**src/rtl/pong_score_fsm_if.sv**
```systemverilog
// Game-control bus between the pong event/button logic and the score FSM.
// master drives events and buttons; slave returns score, balls, freeze flag and state.
interface pong_score_fsm_if;
    logic       refr_tick;
    logic [1:0] btn;
    logic       hit;
    logic       miss;
    logic [3:0] dig0;
    logic [3:0] dig1;
    logic [1:0] ball;
    logic       gra_still;
    logic [1:0] state;

    modport master (
        output refr_tick, btn, hit, miss,
        input  dig0, dig1, ball, gra_still, state
    );

    modport slave (
        input  refr_tick, btn, hit, miss,
        output dig0, dig1, ball, gra_still, state
    );
endinterface

```
**src/rtl/pong_score_fsm.sv**
```systemverilog
// Pong game control: BCD score, ball count, inter-ball pause timer and graphics freeze.
// All outputs registered, 1-cycle latency; no backpressure, event pulses are consumed as they arrive.
module pong_score_fsm #(
    parameter int BALLS        = 3,
    parameter int PAUSE_FRAMES = 120,
    parameter int TIMER_W      = 7
) (
    input  logic            clk_i,
    input  logic            rst_i,
    pong_score_fsm_if.slave bus_io
);
    typedef enum logic [1:0] {
        NEWGAME = 2'b00,
        PLAY    = 2'b01,
        NEWBALL = 2'b10,
        OVER    = 2'b11
    } state_e;

    localparam logic [1:0]         BALLS_L = 2'(BALLS);
    localparam logic [TIMER_W-1:0] PAUSE_L = TIMER_W'(PAUSE_FRAMES);

    state_e             state_q, state_d;
    logic [3:0]         dig0_q, dig0_d;
    logic [3:0]         dig1_q, dig1_d;
    logic [1:0]         ball_q, ball_d;
    logic               still_q;
    logic [TIMER_W-1:0] timer_q, timer_d;

    always_comb begin
        state_d = state_q;
        dig0_d  = dig0_q;
        dig1_d  = dig1_q;
        ball_d  = ball_q;
        timer_d = (bus_io.refr_tick && timer_q != '0) ? timer_q - TIMER_W'(1) : timer_q;

        case (state_q)
            NEWGAME: begin
                if (bus_io.btn != 2'b00) begin
                    ball_d  = BALLS_L - 2'd1;
                    dig0_d  = 4'd0;
                    dig1_d  = 4'd0;
                    state_d = PLAY;
                end
            end
            PLAY: begin
                if (bus_io.hit) begin
                    if (dig0_q == 4'd9) begin
                        dig0_d = 4'd0;
                        dig1_d = (dig1_q == 4'd9) ? 4'd0 : dig1_q + 4'd1;
                    end else begin
                        dig0_d = dig0_q + 4'd1;
                    end
                end
                // A miss reloads the pause even if a tick would decrement this cycle.
                if (bus_io.miss) begin
                    timer_d = PAUSE_L;
                    if (ball_q == 2'd0) begin
                        state_d = OVER;
                    end else begin
                        ball_d  = ball_q - 2'd1;
                        state_d = NEWBALL;
                    end
                end
            end
            NEWBALL: begin
                if (timer_q == '0 && bus_io.btn != 2'b00) state_d = PLAY;
            end
            OVER: begin
                if (timer_q == '0) begin
                    state_d = NEWGAME;
                    ball_d  = BALLS_L;
                end
            end
            default: state_d = NEWGAME;
        endcase
    end

    always_ff @(posedge clk_i or posedge rst_i) begin
        if (rst_i) begin
            state_q <= NEWGAME;
            dig0_q  <= 4'd0;
            dig1_q  <= 4'd0;
            ball_q  <= BALLS_L;
            still_q <= 1'b1;
            timer_q <= '0;
        end else begin
            state_q <= state_d;
            dig0_q  <= dig0_d;
            dig1_q  <= dig1_d;
            ball_q  <= ball_d;
            still_q <= (state_d != PLAY);
            timer_q <= timer_d;
        end
    end

    assign bus_io.state     = state_q;
    assign bus_io.dig0      = dig0_q;
    assign bus_io.dig1      = dig1_q;
    assign bus_io.ball      = ball_q;
    assign bus_io.gra_still = still_q;
endmodule

```
**src/flat_wrapper.sv**
```systemverilog
// flat-port wrapper written by rule: the top's interface ports become plain ports
module pong_score_fsm_flat 
#(
    parameter int BALLS        = 3,
    parameter int PAUSE_FRAMES = 120,
    parameter int TIMER_W      = 7
)
  (clk_i, rst_i, bus_io_refr_tick, bus_io_btn, bus_io_hit, bus_io_miss, bus_io_dig0, bus_io_dig1, bus_io_ball, bus_io_gra_still, bus_io_state);
  pong_score_fsm_if bus_io_i ();
  input  logic clk_i;
  input  logic rst_i;
  input wire logic [$bits(bus_io_i.refr_tick)-1:0] bus_io_refr_tick;
  input wire logic [$bits(bus_io_i.btn)-1:0] bus_io_btn;
  input wire logic [$bits(bus_io_i.hit)-1:0] bus_io_hit;
  input wire logic [$bits(bus_io_i.miss)-1:0] bus_io_miss;
  output wire logic [$bits(bus_io_i.dig0)-1:0] bus_io_dig0;
  output wire logic [$bits(bus_io_i.dig1)-1:0] bus_io_dig1;
  output wire logic [$bits(bus_io_i.ball)-1:0] bus_io_ball;
  output wire logic [$bits(bus_io_i.gra_still)-1:0] bus_io_gra_still;
  output wire logic [$bits(bus_io_i.state)-1:0] bus_io_state;
  assign bus_io_i.refr_tick = bus_io_refr_tick;
  assign bus_io_i.btn = bus_io_btn;
  assign bus_io_i.hit = bus_io_hit;
  assign bus_io_i.miss = bus_io_miss;
  assign bus_io_dig0 = bus_io_i.dig0;
  assign bus_io_dig1 = bus_io_i.dig1;
  assign bus_io_ball = bus_io_i.ball;
  assign bus_io_gra_still = bus_io_i.gra_still;
  assign bus_io_state = bus_io_i.state;
  pong_score_fsm #(.BALLS(BALLS), .PAUSE_FRAMES(PAUSE_FRAMES), .TIMER_W(TIMER_W)) u_core (.clk_i(clk_i), .rst_i(rst_i), .bus_io(bus_io_i));
endmodule
```
**config.mk**
```make
export PLATFORM = sky130hd
export DESIGN_NAME = pong_score_fsm_flat
export DESIGN_NICKNAME = d
export VERILOG_FILES = /design/src/rtl/pong_score_fsm_if.sv /design/src/rtl/pong_score_fsm.sv /design/src/flat_wrapper.sv
export SDC_FILE = /design/constraint.sdc
export NUM_CORES = 1
export LEC_CHECK = 0
export ABC_AREA = 0
export CAP_MARGIN = 0
export CORE_AREA = 2 2 56 45
export CTS_BUF_LIST = sky130_fd_sc_hd__clkbuf_8
export DETAILED_ROUTE_END_ITERATION = 10
export DIE_AREA = 0 0 58 47
export GPL_TIMING_DRIVEN = 0
export PLACE_DENSITY = 0.79
export SLEW_MARGIN = 30
export SYNTH_ARGS = -nofsm -noshare
export SYNTH_HDL_FRONTEND = slang
export SYNTH_SLANG_ARGS = --single-unit
```
**constraint.sdc**
```tcl
create_clock -name clk_i -period 1.95 [get_ports clk_i]
set_input_delay 0.585 -clock clk_i [delete_from_list [all_inputs] [get_ports clk_i]]
set_output_delay 0.585 -clock clk_i [all_outputs]
set_load 0.02 [all_outputs]
```
==> impl_metrics.json <==
{
  "portBuffers": 19,
  "synthTopCellsByCount": "17 x dfrtp_1, 12 x inv_1, 12 x o21ai_0",
  "num_antenna_cells": 0,
  "end_kind": "primary output",
  "fmax_mhz": 526,
  "layout-drive-gt1-share": 0.131,
  "post-synth-top-area-cell": "dfrtp_1",
  "crit_arrival_ns": 1.32,
  "final_cells": 170,
  "leakagePower_nw": 0.617,
  "fp.dieW_um": 58,
  "slew_headroom": 0.516,
  "final_max_slew_viol_count": 0,
  "cts_buffers": 3,
  "ys_warn_count": 0,
  "skew_ns": 0.00122,
  "path_buf_inv": 1,
  "insertion_delay_ns": 0.26,
  "yosysMostFrequentCell": "dfrtp_1",
  "clockRootBuffer": "clkbuf_8",
  "syn_to_final_growth_pct": 25.5,
  "path_clk_slew_ns": 0.07,
  "die_area_um2": 2730,
  "worst_pin_slew_ns": 0.725,
  "nets": 159,
  "min_period_ns": 1.90,
  "antenna_found_initial": 0,
  "status": "finished, final reports clean",
  "final_util": 0.650,
  "dpl.cell_count": 165,
  "grt_max_degree": 21,
  "core_um2": 2180,
  "start_kind": "flip-flop",
  "synth_area_leaders": "dfrtp_1 38%, dfstp_2 7.0%, ha_1 6.7%, o21ai_0 5.3%, nand3_1 4.0%",
  "firstDrtPassIters": 4,
  "grt_pass1_wl_mm": 3.75,
  "crit_type": "flip-flop to primary output",
  "hold_violations": 0,
  "synth.yosys.seq_area_share": 0.447,
  "critPathTopFamily": "buffers and inverters",
  "slowest_delay_ns": 0.63,
  "synth_seq_cells": 20,
  "crit_chain": "clkdlybuf4s50_1",
  "grt_usage": 0.185,
  "drt-initial-drc-count": 33,
  "async_flop_share": 1.00,
  "max_cap_violations": 0,
  "ys_types": 34,
  "cpMaxStageDelayCell": "clkdlybuf4s50_1",
  "syn_area_per_cell_um2": 9.32,
  "dpl.hpwl_mm": 1.67,
  "cts_tree": "built",
  "vdd_ir_drop_max_uv": 848,
  "grt_pass1_vias": 871,
  "io_pins": 20,
  "syn_inst": 121,
  "power_density_nw_per_um2": 1250,
  "globalplace.congestion": 0.860,
  "fin_crit_sh": 0.975,
  "required_ns": 1.36,
  "synth.top_cell.area_share": 0.377,
  "chipHeight_um": 47,
  "fill_cells": 181,
  "rows": 15,
  "synth_ff_type": "dfrtp_1",
  "vias": 968,
  "htreeDepth": 1,
  "overflow": 0,
  "syn_nets": 134,
  "layout_setup_ws_ns": 0.0495,
  "rsz0062_at_grt": "false",
  "drt-total-wl_mm": 2.17,
  "syn_area_um2": 1130,
  "min_path_type": "flip-flop to flip-flop",
  "start_util": 0.518,
  "remaining_drc_errors": 0,
  "synth-edff-count": 0,
  "crit_fanout": 6,
  "setup_violations": 0,
  "clock_path_buffers": 2,
  "vias_per_cell": 5.69,
  "drtAntennaViolNets": 0,
  "routedWlPerCell_um": 12.8,
  "clock-sinks": 20,
  "post-place-ws_ns": -0.0974
}
==> cells by family (layout without fill, tap and decap cells) <==
group,Yosys count,count (layout),share of synthesized area
compound gates,34,34,0.196
xor+xnor,5,5,0.0389
fa+ha+maj,6,6,0.0666
buf+inv,14,38,0.0510
flops,20,20,0.447
mux,1,1,0.00888
simple gates,41,41,0.191
==> per-stage QoR <==
step / TNS [ns] / power [W] / area, um2 / hold WS (ns)
detailed placement: -0.363 / 0.00146 / 1350 / 0.500
finish: 0 / 0.00176 / 1420 / 0.514
CTS: 0 / 0.00177 / 1400 / 0.510
floorplan: 0 / 0.00120 / 1130 / 0.467
global route: 0 / 0.00191 / 1420 / 0.532
global placement: -0.300 / 0.00143 / 1350 / 0.492
==> per-layer routing <==
layer  vias up  share of wire  wire length, um  global-route usage
met5         -              0                0                   0
met4         0         0.0018                4              0.0419
met3         2          0.063              137              0.0579
met2        28           0.47             1020               0.305
met1       465           0.46             1000               0.245
li1        473              -                -                   -
==> layout by cell type (no fill, tap or decap), types with 2 or more instances in the layout <==
master / Yosys / layout
o31ai_1: 5 / 5
nor2_1: 10 / 9
xor2_1: 2 / 2
clkbuf_8: 0 / 4
xnor2_1: 3 / 3
dfstp_2: 3 / 3
nand2_1: 9 / 9
dlygate4sd2_1: 0 / 3
nand3_1: 9 / 9
a31oi_1: 2 / 2
ha_1: 6 / 5
a21oi_1: 7 / 7
buf_4: 1 / 2
clkdlybuf4s50_1: 0 / 15
o21ai_0: 12 / 12
nand2b_1: 4 / 4
inv_1: 12 / 11
dfrtp_1: 17 / 17
==> state kept, by name (all words and copies together) (netlist names) <==
signal and count:
u_core.bus_io.ball 2, u_core.bus_io.dig0 4, u_core.bus_io.dig1 4, u_core.bus_io.gra_still 1
u_core.bus_io.state 2, u_core.timer_q 7
==> layout make-up <==
type / count / area, um2 / area share
inverter: 12 / 45.0 / 0.0318
tap: 25 / 31.3 / 0.0221
timing repair buffer: 20 / 196 / 0.139
clock buffer: 4 / 55.1 / 0.0389
buffer: 2 / 12.5 / 0.00884
multi-input combinational: 87 / 571 / 0.403
sequential: 20 / 504 / 0.356
==> repair_timing <==
action,in CTS,in global routing
buffers inserted,0,1
gates resized for setup,3,4
endpoints found under the hold margin,0,0
hold buffers,0,0
setup endpoints to repair,3,4
==> path summary, 6_finish.rpt <==
path,startpoint,end,slack (ns),cells past startpoint
min in group asynchronous,rst_i,u_core.bus_io.dig0[1]$_DFFE_PP0P_,0.76,2
worst min-delay path,u_core.bus_io.dig0[3]$_DFFE_PP0P_,u_core.bus_io.dig0[3]$_DFFE_PP0P_,0.51,1
worst max-delay path,u_core.bus_io.dig1[0]$_DFFE_PP0P_,bus_io_dig1[0],0.05,1
worst min register to register,u_core.bus_io.dig0[3]$_DFFE_PP0P_,u_core.bus_io.dig0[3]$_DFFE_PP0P_,0.51,1
worst max register to register,u_core.timer_q[1]$_DFF_PP0_,u_core.bus_io.ball[1]$_DFFE_PP1P_,0.11,6
max in group asynchronous,rst_i,u_core.bus_io.dig1[1]$_DFFE_PP0P_,0.74,2
==> where the power goes <==
group / internal (W) / switching, W
registers: 0.000572 / 0.000129
clock network: 0.000180 / 0.000132
logic: 0.000335 / 0.000414
Note: power is estimated with default switching activity, not from simulation.
